`src/rtl/io881_insn_pkg.sv`:
```
// io881_insn_pkg: opcode classes, opcode constants, decoder states and operand-count helper
package io881_insn_pkg;
  typedef enum logic [1:0] {CLS_NONE, CLS_ONE, CLS_TWO, CLS_JUMP} cls_e;
  typedef enum logic [1:0] {ST_IDLE, ST_OPND1, ST_OPND2, ST_HOLD} st_e;
  localparam logic [7:0] OP_NOOP     = 8'h00;
  localparam logic [7:0] OP_SUSPEND  = 8'h01;
  localparam logic [7:0] OP_PULL     = 8'h02;
  localparam logic [3:0] JUMP_PREFIX = 4'b1100;
  // Reserved 11xx opcodes fall into CLS_NONE so they always assemble as 1-byte ops
  function automatic cls_e op_class(input logic [7:0] b0);
    return b0[7:6] == 2'b00 ? CLS_NONE :
           b0[7:6] == 2'b01 ? CLS_ONE  :
           b0[7:6] == 2'b10 ? CLS_TWO  :
           b0[7:4] == JUMP_PREFIX ? CLS_JUMP : CLS_NONE;
  endfunction
  function automatic logic [1:0] n_opnd(input logic [7:0] b0);
    cls_e c;
    c = op_class(b0);
    return c == CLS_TWO ? 2'd2 : c == CLS_NONE ? 2'd0 : 2'd1;
  endfunction
  function automatic logic is_reserved(input logic [7:0] b0);
    return b0[7:6] == 2'b11 && b0[7:4] != JUMP_PREFIX;
  endfunction
endpackage

```
`src/rtl/insn_classify.sv`:
```
// insn_classify: combinational byte0 -> operand count and raw instruction flags
module insn_classify
  import io881_insn_pkg::*;
(
  input  logic [7:0] i_byte0,
  output logic [1:0] o_n_opnd,
  output logic       o_noop,
  output logic       o_suspend,
  output logic       o_pull,
  output logic       o_jump,
  output logic       o_reserved
);
  assign o_n_opnd   = n_opnd(i_byte0);
  assign o_noop     = i_byte0 == OP_NOOP;
  assign o_suspend  = i_byte0 == OP_SUSPEND;
  assign o_pull     = i_byte0 == OP_PULL;
  assign o_jump     = op_class(i_byte0) == CLS_JUMP;
  assign o_reserved = is_reserved(i_byte0);
endmodule

```
`src/rtl/insn_decode.sv`:
```
// insn_decode: assembles 1-3 byte instructions from ifetch and holds them until pulled.
// Define INSN_DECODE_ILLEGAL_TRAP_EN to add insn_illegal for reserved opcodes 0xD0-0xFF.
module insn_decode
  import io881_insn_pkg::*;
#(
  parameter int BYTE_W   = 8,
  parameter int INSN_W   = 3 * BYTE_W,
  parameter int TARGET_W = 12
) (
  input  logic                clk,
  input  logic                reset,
  input  logic [BYTE_W-1:0]   opcode,
  input  logic                opcode_valid,
  input  logic                pull_decoded,
  output logic                need_operand,
  output logic                insn_valid,
  output logic [INSN_W-1:0]   decoded_insn,
  output logic [TARGET_W-1:0] jump_target,
  output logic                insn_noop,
  output logic                insn_suspend,
  output logic                insn_pull,
  output logic                insn_jump
`ifdef INSN_DECODE_ILLEGAL_TRAP_EN
  ,
  output logic                insn_illegal
`endif
);
  st_e r_state, w_next;
  logic [BYTE_W-1:0] r_b0, r_b1, r_b2, w_cls_byte;
  logic r_noop, r_suspend, r_pull, r_jump;
  logic w_start, w_done, w_drop;
  logic [1:0] w_n_opnd;
  logic w_noop, w_suspend, w_pull, w_jump, w_reserved;
  // A new byte0 is taken in IDLE, or in HOLD when the held word is pulled the same cycle
  assign w_start    = opcode_valid && (r_state == ST_IDLE || (r_state == ST_HOLD && pull_decoded));
  assign w_drop     = r_state == ST_HOLD && pull_decoded && !opcode_valid;
  assign w_cls_byte = (r_state == ST_IDLE || r_state == ST_HOLD) ? opcode : r_b0;
  assign w_done     = (w_start && w_n_opnd == 2'd0) ||
                      (opcode_valid && r_state == ST_OPND1 && w_n_opnd == 2'd1) ||
                      (opcode_valid && r_state == ST_OPND2);
  insn_classify u_classify (
    .i_byte0    (w_cls_byte),
    .o_n_opnd   (w_n_opnd),
    .o_noop     (w_noop),
    .o_suspend  (w_suspend),
    .o_pull     (w_pull),
    .o_jump     (w_jump),
    .o_reserved (w_reserved)
  );
  always_comb begin
    w_next = w_start ? (w_n_opnd == 2'd0 ? ST_HOLD : ST_OPND1) :
             (opcode_valid && r_state == ST_OPND1) ? (w_n_opnd == 2'd2 ? ST_OPND2 : ST_HOLD) :
             (opcode_valid && r_state == ST_OPND2) ? ST_HOLD :
             w_drop ? ST_IDLE : r_state;
  end
`ifdef INSN_DECODE_ILLEGAL_TRAP_EN
  logic r_illegal;
  assign insn_illegal = r_illegal;
`endif
  always_ff @(posedge clk) begin
    if (reset) begin
      r_state   <= ST_IDLE;
      r_b0      <= '0;
      r_b1      <= '0;
      r_b2      <= '0;
      r_noop    <= 1'b0;
      r_suspend <= 1'b0;
      r_pull    <= 1'b0;
      r_jump    <= 1'b0;
`ifdef INSN_DECODE_ILLEGAL_TRAP_EN
      r_illegal <= 1'b0;
`endif
    end else begin
      r_state <= w_next;
      if (w_start) begin
        r_b0 <= opcode;
        r_b1 <= '0;
        r_b2 <= '0;
      end else if (opcode_valid && r_state == ST_OPND1) begin
        r_b1 <= opcode;
      end else if (opcode_valid && r_state == ST_OPND2) begin
        r_b2 <= opcode;
      end
      if (w_done) begin
        r_suspend <= w_suspend;
        r_pull    <= w_pull;
        r_jump    <= w_jump;
`ifdef INSN_DECODE_ILLEGAL_TRAP_EN
        r_noop    <= w_noop;
        r_illegal <= w_reserved;
`else
        r_noop    <= w_noop | w_reserved;
`endif
      end else if (w_start || w_drop) begin
        r_noop    <= 1'b0;
        r_suspend <= 1'b0;
        r_pull    <= 1'b0;
        r_jump    <= 1'b0;
`ifdef INSN_DECODE_ILLEGAL_TRAP_EN
        r_illegal <= 1'b0;
`endif
      end
    end
  end
  assign need_operand = r_state == ST_OPND1 || r_state == ST_OPND2;
  assign insn_valid   = r_state == ST_HOLD;
  assign decoded_insn = {r_b0, r_b1, r_b2};
  assign jump_target  = {r_b0[3:0], r_b1};
  assign insn_noop    = r_noop;
  assign insn_suspend = r_suspend;
  assign insn_pull    = r_pull;
  assign insn_jump    = r_jump;
endmodule

```
`config.mk`:
```
export PLATFORM = sky130hd
export DESIGN_NAME = insn_decode
export DESIGN_NICKNAME = d
export VERILOG_FILES = /design/src/rtl/io881_insn_pkg.sv /design/src/rtl/insn_classify.sv /design/src/rtl/insn_decode.sv
export SDC_FILE = /design/constraint.sdc
export NUM_CORES = 1
export LEC_CHECK = 0
export BUFFER_PORTS_ARGS = -buffer_cell sky130_fd_sc_hd__buf_2
export CORE_MARGIN = 10
export CORE_UTILIZATION = 48
export CTS_BUF_LIST = sky130_fd_sc_hd__clkbuf_4 sky130_fd_sc_hd__clkbuf_8 sky130_fd_sc_hd__clkbuf_16
export DETAILED_ROUTE_END_ITERATION = 6
export HOLD_SLACK_MARGIN = 0.06
export PLACE_DENSITY = 0.78
export SETUP_SLACK_MARGIN = 0.4
export SYNTH_ARGS = -nofsm -noshare
export SYNTH_HDL_FRONTEND = slang
export SYNTH_SLANG_ARGS = --single-unit
```
`constraint.sdc`:
```
create_clock -name clk -period 2.7 [get_ports clk]
set_input_delay 0.405 -clock clk [delete_from_list [all_inputs] [get_ports clk]]
set_output_delay 0.405 -clock clk [all_outputs]
set_load 0.005 [all_outputs]
```
==> key figures <==
Routing
  • First DRT Iteration DRCs: 67
  • Routed Antenna Nets: 0
  • DRC errors left: 0
  • Avg Vias per Cell: 5.181
  • WL/cell: 14.68 um
  • WL final: around 3600 um
  • Vias: between 1000 and 1500
  • 1st-pass router iterations: 4

Power
  • Clk pwr share: ~23%
  • Register share of total power: between 40% and 50%
  • Max VDD drop: between 0.4 and 0.5 mV
  • Switch Pwr: roughly 430 uW
  • Pleak: approximately 0.85 nW
  • Power Density: 731.3 nW/um2
  • Internal: 817.2 uW
  • Switching fraction of total power: 34.28%
  • Comb power frac: 36.2%

Worst setup path
  • Critical path data arrival time: 2290 ps
  • Crit-path slowest cell: ha_2
  • Crit. End Element: register
  • Worst Path Required: 2910 ps
  • Worst stage delay on the critical path: 460 ps
  • Worst-path maximum fanout: 10
  • WS Path Type: register to register
  • Startpoint Class: register
  • Crit-path cells: inv_1, ha_2, mux2_4, and3_4, a211o_4, mux2i_1

Yosys
  • Synth Area in Adders: 3.466%
  • Synth Net Count: roughly 190
  • Commonest register cell after synthesis: dfxtp_1
  • Main combinational cell family by area after synthesis: simple AND/OR/NAND/NOR gates
  • Number of enable flip-flop cells after synthesis: 0
  • Synthesis Warnings: 0
  • Post-Synth Simple-Gate Area: about a fifth
  • Synth unique cells: 32
  • Post-synthesis mux area share: 12.48%
  • Register area share after synthesis: 41.59%
  • Synthesized area: 1444 um2
  • Synth top area share: around 42%
  • Synth top cells by count: nand2_1 (39), dfxtp_1 (30), a21oi_1 (20)
  • FFs w/ async S/R, synth: 0%
  • Mapped Cells: 169
  • Cell taking the most area after synthesis: dfxtp_1
  • #FFs+latches synth: 30
  • XOR/XNOR Fraction of Synth Area: 0%
  • Top-count cell post-synth: nand2_1
  • Mean post-synth cell area: 8.544 um2
  • Synth Area in Compound Gates: 12.91%
  • Ranking of synthesized cells by area: dfxtp_1 (42%), mux2i_1 (10%), nand2_1 (10%)

Clock tree
  • Hold buffer count at CTS: 0
  • Clk Latency, worst-skew pair: approximately 320 ps
  • H-tree depth: 2
  • Number of buffers on the longest clock path: 2
  • Clock transition at path regs: roughly 90 ps
  • Num CTS Buffers: 5
  • CTS Root Buffer Type: clkbuf_4
  • CTS tree: yes
  • Clk sinks: 30

Final layout
  • Antenna diodes: 0
  • Cell area after layout: ~1700 um2
  • Synthesis-to-layout area growth: 17.76%
  • FF+latch area: 600.6 um2
  • Multi-input logic area: just over 700 um2
  • Fillers: 271
  • Final net count: 227
  • Share of layout cells above drive strength 1: 33.02%

Timing
  • Clock skew: 9.346 ps
  • Final min period: 2085 ps
  • Setup_tns: 0 ps
  • Setup repair after global routing missed its margin: false
  • Slew Viols, Final: 0
  • Final Setup Violations: 0
  • Final worst path period share: 77.24%
  • Max Clock Freq: 479.5 MHz
  • Worst-Margin Slew: about 420 ps
  • Max-slew headroom: 71.73%
  • Final Hold Viols: 0

Floorplanning
  • Core region area: 2805 um2
  • Die height: 74.85 um
  • Initial Utilization: 51.47%
  • Row Count: 19
  • Full die area: around 5600 um2
  • Ports: between 50 and 60
  • Die Width: 74.85 um

Placed design
  • IO buf count: 53
  • Dpl hpwl: 2766 um
  • Placer Congestion: 0.8911
  • Placed Area: 1634 um2

Flow run
  • Max-Cap Viols: 0

Min path
  • HP Class: input pin to register

Global route
  • Initial antenna violation count: 0
  • Grt ovf: 0
  • Largest net degree at the start of global routing: 17
  • All-Layer GR Usage: 12.85%
  • Number of global-route vias before repair: between 1000 and 1500
  • First-pass GRT wire length: 5658 um

Outcome
  • Status: finished clean
==> state kept, by name (all words and copies together), names as in the netlist <==
name	flops
r_b2	8
r_b0	8
insn_noop	1
insn_pull	1
insn_jump	1
r_state	2
r_b1	8
insn_suspend	1
==> placed cells by master (no fill, tap or decap), types with 2 or more instances in the layout <==
| cell type | instances |
|---|---|
| buf_2 | 53 |
| clkbuf_4 | 6 |
| nand3b_1 | 2 |
| inv_1 | 2 |
| o21a_1 | 2 |
| dfxtp_1 | 30 |
| and2_1 | 2 |
| ha_1 | 3 |
| nor3_1 | 2 |
| a21oi_1 | 20 |
| mux2_4 | 2 |
| o21ai_0 | 2 |
| nor2_1 | 11 |
| nand2_1 | 39 |
| nand3_1 | 2 |
| buf_4 | 2 |
| mux2i_1 | 15 |
==> final timing paths <==
kind / from / slack [ps] / to / cells past startpoint
hold / removal: opcode[7] / 350 / r_b1[7]$_SDFFE_PP0P_ / 3
setup reg to reg: r_state[0]$_SDFFE_PP0P_ / 610 / insn_noop$_SDFFE_PP0P_ / 6
setup / recovery: r_state[0]$_SDFFE_PP0P_ / 610 / insn_noop$_SDFFE_PP0P_ / 6
hold reg to reg: insn_suspend$_SDFFE_PP0P_ / 460 / insn_suspend$_SDFFE_PP0P_ / 2
==> power groups by stage <==
stage / logic (mW) / clock network (mW) / registers [mW]
3_5_place_dp: 0.446 / 0 / 0.521
4_1_cts: 0.448 / 0.289 / 0.511
3_3_place_gp: 0.439 / 0 / 0.518
5_1_grt: 0.501 / 0.309 / 0.517
2_1_floorplan: 0.349 / 0 / 0.520
6_report: 0.450 / 0.283 / 0.510
==> cell families after synthesis <==
kind of cell | after synthesis
and+or+nand+nor | 65
AOI/OAI and AO/OA | 31
muxes | 17
DFF | 30
buffers and inverters | 22
adders and majority gates | 4
==> per-stage QoR <==
step           setup slack (ps)  total power, mW  hold WS, ps  utilization [%]  std cells
3_3_place_gp              631.0           0.9574        444.7            58.25        235
3_5_place_dp              542.9           0.9673        447.2            58.25        235
5_1_grt                   487.3            1.327        365.8            60.62        243
2_1_floorplan             732.2           0.8685        451.1                -        169
6_report                  614.6            1.243        348.2            60.62        243
4_1_cts                   530.0            1.247        345.6            60.53        243
==> repair_timing <==
item                                   4_1_cts  5_1_grt
setup buffers                                0        0
gates resized for setup                      0        1
setup endpoints to repair                    0        2
endpoints found under the hold margin        0        0
==> cell type report <==
type / instances / area share, %
multi-input cells: 117 / 41.72
well taps: 31 / 2.281
clock buffers: 7 / 3.458
flip-flops and latches: 30 / 35.32
repair buffers: 55 / 16.48
inverters: 2 / 0.4415
clock inverters: 1 / 0.2943
==> worst max-delay path: cells and delay by family (launching register included) <==
family | cells | cell delay, ps
AOI/OAI and AO/OA | 1 | 370
muxes | 2 | 470
and+or+nand+nor | 1 | 190
buffers and inverters | 1 | 90
DFF | 1 | 400
adders and majority gates | 1 | 460
==> layer usage <==
metal / vias to the layer above / GRT usage (%) / part of all wire [%] / wire [um]
met5: - / 0 / 0 / 0
met4: 0 / 4.412 / 0.95 / 34
met3: 4 / 5.125 / 10 / 359
met2: 48 / 19.43 / 47 / 1660
met1: 569 / 16.18 / 42 / 1513
li1: 638 / - / - / -
Note: power is estimated with default switching activity, not from simulation.
